### src/rtl/apb_pkg.sv
// Shared types and register-map constants for the APB initiator and the
// responders it talks to (timer block).
package apb_pkg;

  typedef enum logic {
    READ  = 1'b0,
    WRITE = 1'b1
  } e_rw;

  typedef enum logic [1:0] {
    IDLE   = 2'd0,
    SETUP  = 2'd1,
    ACCESS = 2'd2
  } e_apb_state;

  // Timer register map
  localparam int unsigned CTR_STATUS_ADDR = 0;
  localparam int unsigned CTR_GOAL_ADDR   = 1;
  localparam int unsigned CTR_CURR_ADDR   = 2;

  // Timer status register fields
  localparam int unsigned STATUS_START_BIT = 0;
  localparam int unsigned STATUS_STOP_BIT  = 1;
  localparam int unsigned STATUS_STATE_LSB = 2;
  localparam int unsigned STATUS_STATE_MSB = 3;

endpackage

### src/rtl/apb_wait_ctr.sv
// Clearable saturating wait-state counter; hit flags the increment that
// reaches MAX so the caller can act on that same edge. MAX=0 never hits.
module apb_wait_ctr #(
  parameter int unsigned MAX = 16
) (
  input  logic clk,
  input  logic reset,
  input  logic clr,
  input  logic inc,
  output logic hit
);

  localparam int unsigned W = (MAX > 0) ? $clog2(MAX + 1) : 1;

  logic [W-1:0] count_q;

  always_ff @(posedge clk) begin
    if (reset || clr) begin
      count_q <= '0;
    end else if (inc && (count_q != W'(MAX))) begin
      count_q <= count_q + 1'b1;
    end
  end

  assign hit = (MAX != 0) && inc && (count_q == W'(MAX - 1));

endmodule

### src/rtl/apb_master.sv
// APB initiator: converts a valid/ready command into one APB transfer and
// returns a single-cycle response, aborting if pready stays low too long.
module apb_master
  import apb_pkg::*;
#(
  parameter int unsigned ADDR_WIDTH = 32,
  parameter int unsigned DATA_WIDTH = 8,
  parameter int unsigned TIMEOUT    = 16
) (
  input  logic                  clk,
  input  logic                  reset,
  input  logic                  cmd_valid,
  output logic                  cmd_ready,
  input  logic                  cmd_write,
  input  logic [ADDR_WIDTH-1:0] cmd_addr,
  input  logic [DATA_WIDTH-1:0] cmd_wdata,
  output logic                  rsp_valid,
  output logic [DATA_WIDTH-1:0] rsp_rdata,
  output logic                  rsp_err,
  output logic                  rsp_timeout,
  output logic [ADDR_WIDTH-1:0] paddr,
  output logic                  psel,
  output logic                  penable,
  output logic                  pwrite,
  output logic [DATA_WIDTH-1:0] pwdata,
  input  logic [DATA_WIDTH-1:0] prdata,
  input  logic                  pready,
  input  logic                  pslverr
);

  e_apb_state state_q, state_d;

  logic [ADDR_WIDTH-1:0] paddr_q, paddr_d;
  logic [DATA_WIDTH-1:0] pwdata_q, pwdata_d;
  logic                  pwrite_q, pwrite_d;
  logic                  psel_q, psel_d;
  logic                  penable_q, penable_d;
  logic                  rsp_valid_q, rsp_valid_d;
  logic [DATA_WIDTH-1:0] rsp_rdata_q, rsp_rdata_d;
  logic                  rsp_err_q, rsp_err_d;
  logic                  rsp_timeout_q, rsp_timeout_d;

  logic wait_clr, wait_inc, wait_hit;

  assign wait_clr = (state_q == IDLE) && cmd_valid;
  assign wait_inc = (state_q == ACCESS) && !pready;

  apb_wait_ctr #(
    .MAX(TIMEOUT)
  ) u_wait_ctr (
    .clk  (clk),
    .reset(reset),
    .clr  (wait_clr),
    .inc  (wait_inc),
    .hit  (wait_hit)
  );

  always_ff @(posedge clk) begin
    if (reset) begin
      state_q <= IDLE;
    end else begin
      state_q <= state_d;
    end
  end

  always_comb begin
    state_d = state_q;
    unique case (state_q)
      IDLE:    if (cmd_valid) state_d = SETUP;
      SETUP:   state_d = ACCESS;
      ACCESS:  if (pready || wait_hit) state_d = IDLE;
      default: state_d = IDLE;
    endcase
  end

  // Next values of the registered bus and response outputs.
  always_comb begin
    paddr_d       = paddr_q;
    pwrite_d      = pwrite_q;
    pwdata_d      = pwdata_q;
    psel_d        = (state_d == SETUP) || (state_d == ACCESS);
    penable_d     = (state_d == ACCESS);
    rsp_valid_d   = 1'b0;
    rsp_rdata_d   = rsp_rdata_q;
    rsp_err_d     = rsp_err_q;
    rsp_timeout_d = rsp_timeout_q;
    if ((state_q == IDLE) && cmd_valid) begin
      paddr_d  = cmd_addr;
      pwrite_d = cmd_write;
      if (e_rw'(cmd_write) == WRITE) pwdata_d = cmd_wdata;
    end
    // pready wins over a simultaneous timeout hit.
    if ((state_q == ACCESS) && (pready || wait_hit)) begin
      rsp_valid_d   = 1'b1;
      rsp_timeout_d = !pready;
      rsp_err_d     = pready ? pslverr : 1'b1;
      rsp_rdata_d   = (pready && (e_rw'(pwrite_q) == READ)) ? prdata : '0;
    end
  end

  always_ff @(posedge clk) begin
    if (reset) begin
      paddr_q       <= '0;
      pwrite_q      <= 1'b0;
      pwdata_q      <= '0;
      psel_q        <= 1'b0;
      penable_q     <= 1'b0;
      rsp_valid_q   <= 1'b0;
      rsp_rdata_q   <= '0;
      rsp_err_q     <= 1'b0;
      rsp_timeout_q <= 1'b0;
    end else begin
      paddr_q       <= paddr_d;
      pwrite_q      <= pwrite_d;
      pwdata_q      <= pwdata_d;
      psel_q        <= psel_d;
      penable_q     <= penable_d;
      rsp_valid_q   <= rsp_valid_d;
      rsp_rdata_q   <= rsp_rdata_d;
      rsp_err_q     <= rsp_err_d;
      rsp_timeout_q <= rsp_timeout_d;
    end
  end

  assign cmd_ready   = (state_q == IDLE);
  assign paddr       = paddr_q;
  assign pwrite      = pwrite_q;
  assign pwdata      = pwdata_q;
  assign psel        = psel_q;
  assign penable     = penable_q;
  assign rsp_valid   = rsp_valid_q;
  assign rsp_rdata   = rsp_rdata_q;
  assign rsp_err     = rsp_err_q;
  assign rsp_timeout = rsp_timeout_q;

endmodule

### config.mk
export PLATFORM = sky130hd
export DESIGN_NAME = apb_master
export DESIGN_NICKNAME = d
export VERILOG_FILES = /design/src/rtl/apb_pkg.sv /design/src/rtl/apb_wait_ctr.sv /design/src/rtl/apb_master.sv
export SDC_FILE = /design/constraint.sdc
export NUM_CORES = 1
export LEC_CHECK = 0
export BUFFER_PORTS_ARGS = -buffer_cell sky130_fd_sc_hd__buf_2
export CAP_MARGIN = 20
export CORE_MARGIN = 2
export CORE_UTILIZATION = 49
export DETAILED_ROUTE_END_ITERATION = 8
export GPL_TIMING_DRIVEN = 1
export PLACE_DENSITY_LB_ADDON = 0.1
export SYNTH_ARGS = -nofsm -noshare
export SYNTH_HDL_FRONTEND = slang
export SYNTH_HIERARCHICAL = 1
export SYNTH_SLANG_ARGS = --single-unit
export TNS_END_PERCENT = 20
### constraint.sdc
create_clock -name clk -period 4.06 [get_ports clk]
set_input_delay 0.609 -clock clk [delete_from_list [all_inputs] [get_ports clk]]
set_output_delay 0.609 -clock clk [all_outputs]
set_load 0.03 [all_outputs]
==> metrics.cfg <==
[power_and_ir_drop]
leakage_nw=1.42
powerDensity_nw_per_um2=449
max-vdd-ir-drop_mv=0.284

[placement]
hpwl_microns=3630
dp.cells=404
port_buffers=108
place_congestion=0.773

[critical_path]
rr_worst_depth=8
r2r_end=psel
setup.worst_path.start=u_wait_ctr/count_q[0]
setup.worst_path.class=flop to flop
regToRegSetupSlack_ns=1.99
cp-end-kind=flop
critPathMaxFanout=4
crit_arrival_ns=2.33
cp-endpoint=psel
startpoint_type=flop
r2r-start=u_wait_ctr/count_q[0]
required_ns=4.31

[clocking]
cts_hold_buffers=0
cts_tree=built
numCtsBuffers=9
postCtsSetupRepairBufs=0
ctsLongestPathBuffers=2
ctsResizeCount=0
cts-root-buf=clkbuf_8
cts_max_level=3
clock_latency_ns=0.33
path_clk_slew_ns=0.06
cts.sinks=61

[layout]
syn_to_final_growth_pct=31.0
finish.net_count=421
layoutNonFillerInstCount=418
fillers=408
antenna-diode-count=0
final_layout_size_suffix_gt1_share_pct=36.3

[global_routing]
grt_pass1_vias=1732
grt_util_met1_pct=25.2
grt_pass1_wl_microns=7900
grt.overflow.total=0
grt_use_met3_pct=6.39
antenna_found_initial=0
grt_use_total_pct=19.9
top_usage_layer=met2
grt_max_degree=52
globalRouteMet2Util_pct=30.7

[logic_synthesis]
synth_seq_cells=61
synth_mux_area_share_pct=0.881
synth_seq_area_share_pct=53.7
ys.flop_type=dfxtp_1
synth_top_family_by_area=simple AND/OR/NAND/NOR gates
synthAdderAreaFrac_pct=2.20
syn_area_per_cell_sq_um=8.88
synth_compound_area_share_pct=14.5
ys_warn_count=6
async_reset_ff_share_pct=0
synth_area_sq_um=2270
synth-edff-count=0
synth-simple-area-share_pct=23.1
synthDistinctLibCells=37
syn_inst=256
synth_xor_area_share_pct=0.771
syn_nets=314

[worst_hold_path]
hold_class=flop to flop

[floorplanning]
row_count=24
ioPinCount=109
dieHeight_microns=72.1
floorplan.initialDensity_pct=51.5
coreArea_sq_um=4410
die_x_microns=72.1
die-area_sq_um=5200

[drt]
vias_per_cell=4.91
via_count=2054
detailedRoute.firstPassIterationCount=5
wire_per_inst_microns=12.5
drc_errors=0
detail-route-antenna-nets=0
wl_microns=5220
first_iter_violations=94

[status]
status=finished, final reports clean

[run]
max-cap-violations=0

[timing]
min_period_over_period_pct=51.1
finalSetupViolCount=0
max_freq_ghz=0.482
finalMaxSlewViolations=0
hold_viol_final=0
relSlewSlack_pct=36.1
grt_setup_unrepaired=no
finalCriticalPeriod_ns=2.07
final.setup.tns_ns=0
worst_slew_pin_slew_ns=0.959
finClkSkew_ns=0.00471

==> power breakdown <==
part           leakage (nW)  switching (mW)  internal, mW  total (mW)
combinational         0.827           0.131        0.0650       0.196
clock                0.0974           0.216         0.281       0.496
sequential            0.498          0.0162         0.629       0.645
total                  1.42           0.363         0.974        1.34
==> through the flow <==
step | setup slack [ns] | power, mW | area [sq um] | utilization (%) | hold slack [ns]
2_1_floorplan | 2.20 | 0.794 | 2270 | - | 0.468
6_report | 1.99 | 1.34 | 2980 | 67.4 | 0.451
3_3_place_gp | 1.98 | 0.854 | 2790 | 63.3 | 0.439
5_1_grt | 1.89 | 1.39 | 2980 | 67.4 | 0.467
3_5_place_dp | 1.94 | 0.856 | 2790 | 63.3 | 0.443
4_1_cts | 1.99 | 1.35 | 2980 | 67.4 | 0.451
==> sequential cells by signal (all words and copies together) (netlist names) <==
| name | flops |
|---|---|
| paddr | 32 |
| pwdata | 8 |
| rsp_rdata | 8 |
| u_wait_ctr/count_q | 5 |
| state_q | 2 |
| penable | 1 |
| psel | 1 |
| pwrite | 1 |
| rsp_err | 1 |
| rsp_timeout | 1 |
| rsp_valid | 1 |
==> cells in the mapped netlist (2+ instances only) <==
cell type,n,share of area (%)
buf_6,5,2.5
nor2_1,9,1.5
a22o_1,8,3.1
mux2i_1,2,0.88
nor2b_1,2,0.55
buf_2,2,0.44
clkbuf_1,5,0.83
xor2_1,2,0.77
dfxtp_1,61,54
a21oi_1,42,9.3
ha_1,4,2.2
inv_1,3,0.50
nand2_1,87,14
==> worst max-delay path, cell delays in order, from the launching register on <==
cell	delay [ns]
dfxtp_1	0.34
ha_1	0.22
and3_1	0.19
ha_1	0.17
and2_1	0.16
or2_2	0.35
o21ai_1	0.21
ha_1	0.26
nor2_1	0.10
==> layer usage <==
metal  share of wire (%)  vias to the layer above  wire, microns
met1                  45                      911           2320
met3                 7.0                        7            368
met2                  47                       75           2460
met4                 1.4                        0             72
li1                    -                     1061              -
met5                   0                        -              0
==> area by class of cell <==
type | count | area (sq um) | area share (%)
clock buffers | 13 | 179 | 6.01
flip-flops and latches | 61 | 1220 | 41.0
well taps | 52 | 65.1 | 2.19
clock inverters | 1 | 5.00 | 0.168
multi-input cells | 178 | 941 | 31.6
repair buffers | 109 | 548 | 18.4
inverters | 4 | 17.5 | 0.588
==> cell families (layout without fill, tap and decap cells) <==
| kind of cell | after synthesis | after routing |
|---|---|---|
| xor+xnor | 2 | 2 |
| mux | 2 | 2 |
| compound gates | 56 | 56 |
| fa+ha+maj | 4 | 4 |
| buf+inv | 17 | 127 |
| flops | 61 | 61 |
| simple gates | 114 | 114 |
==> cell usage in the layout, fill, tap and decap left out, drive strengths merged, types with 4 or more instances in the layout <==
cell type	n
a21oi	44
a22o	8
clkbuf	13
dfxtp	61
buf	109
ha	4
nand2	88
inv	4
nor2	10
==> how the worst min path moves through the flow <==
stage	start	to	depth (start not counted)
6_report	paddr[23]	paddr[23]	2
5_1_grt	paddr[14]	paddr[14]	2
4_1_cts	paddr[7]	paddr[7]	2
3_5_place_dp	paddr[7]	paddr[7]	2
3_3_place_gp	pwdata[1]	pwdata[1]	2
2_1_floorplan	u_wait_ctr/count_q[1]	u_wait_ctr/count_q[1]	2
Power figures use the tool's default switching activity.
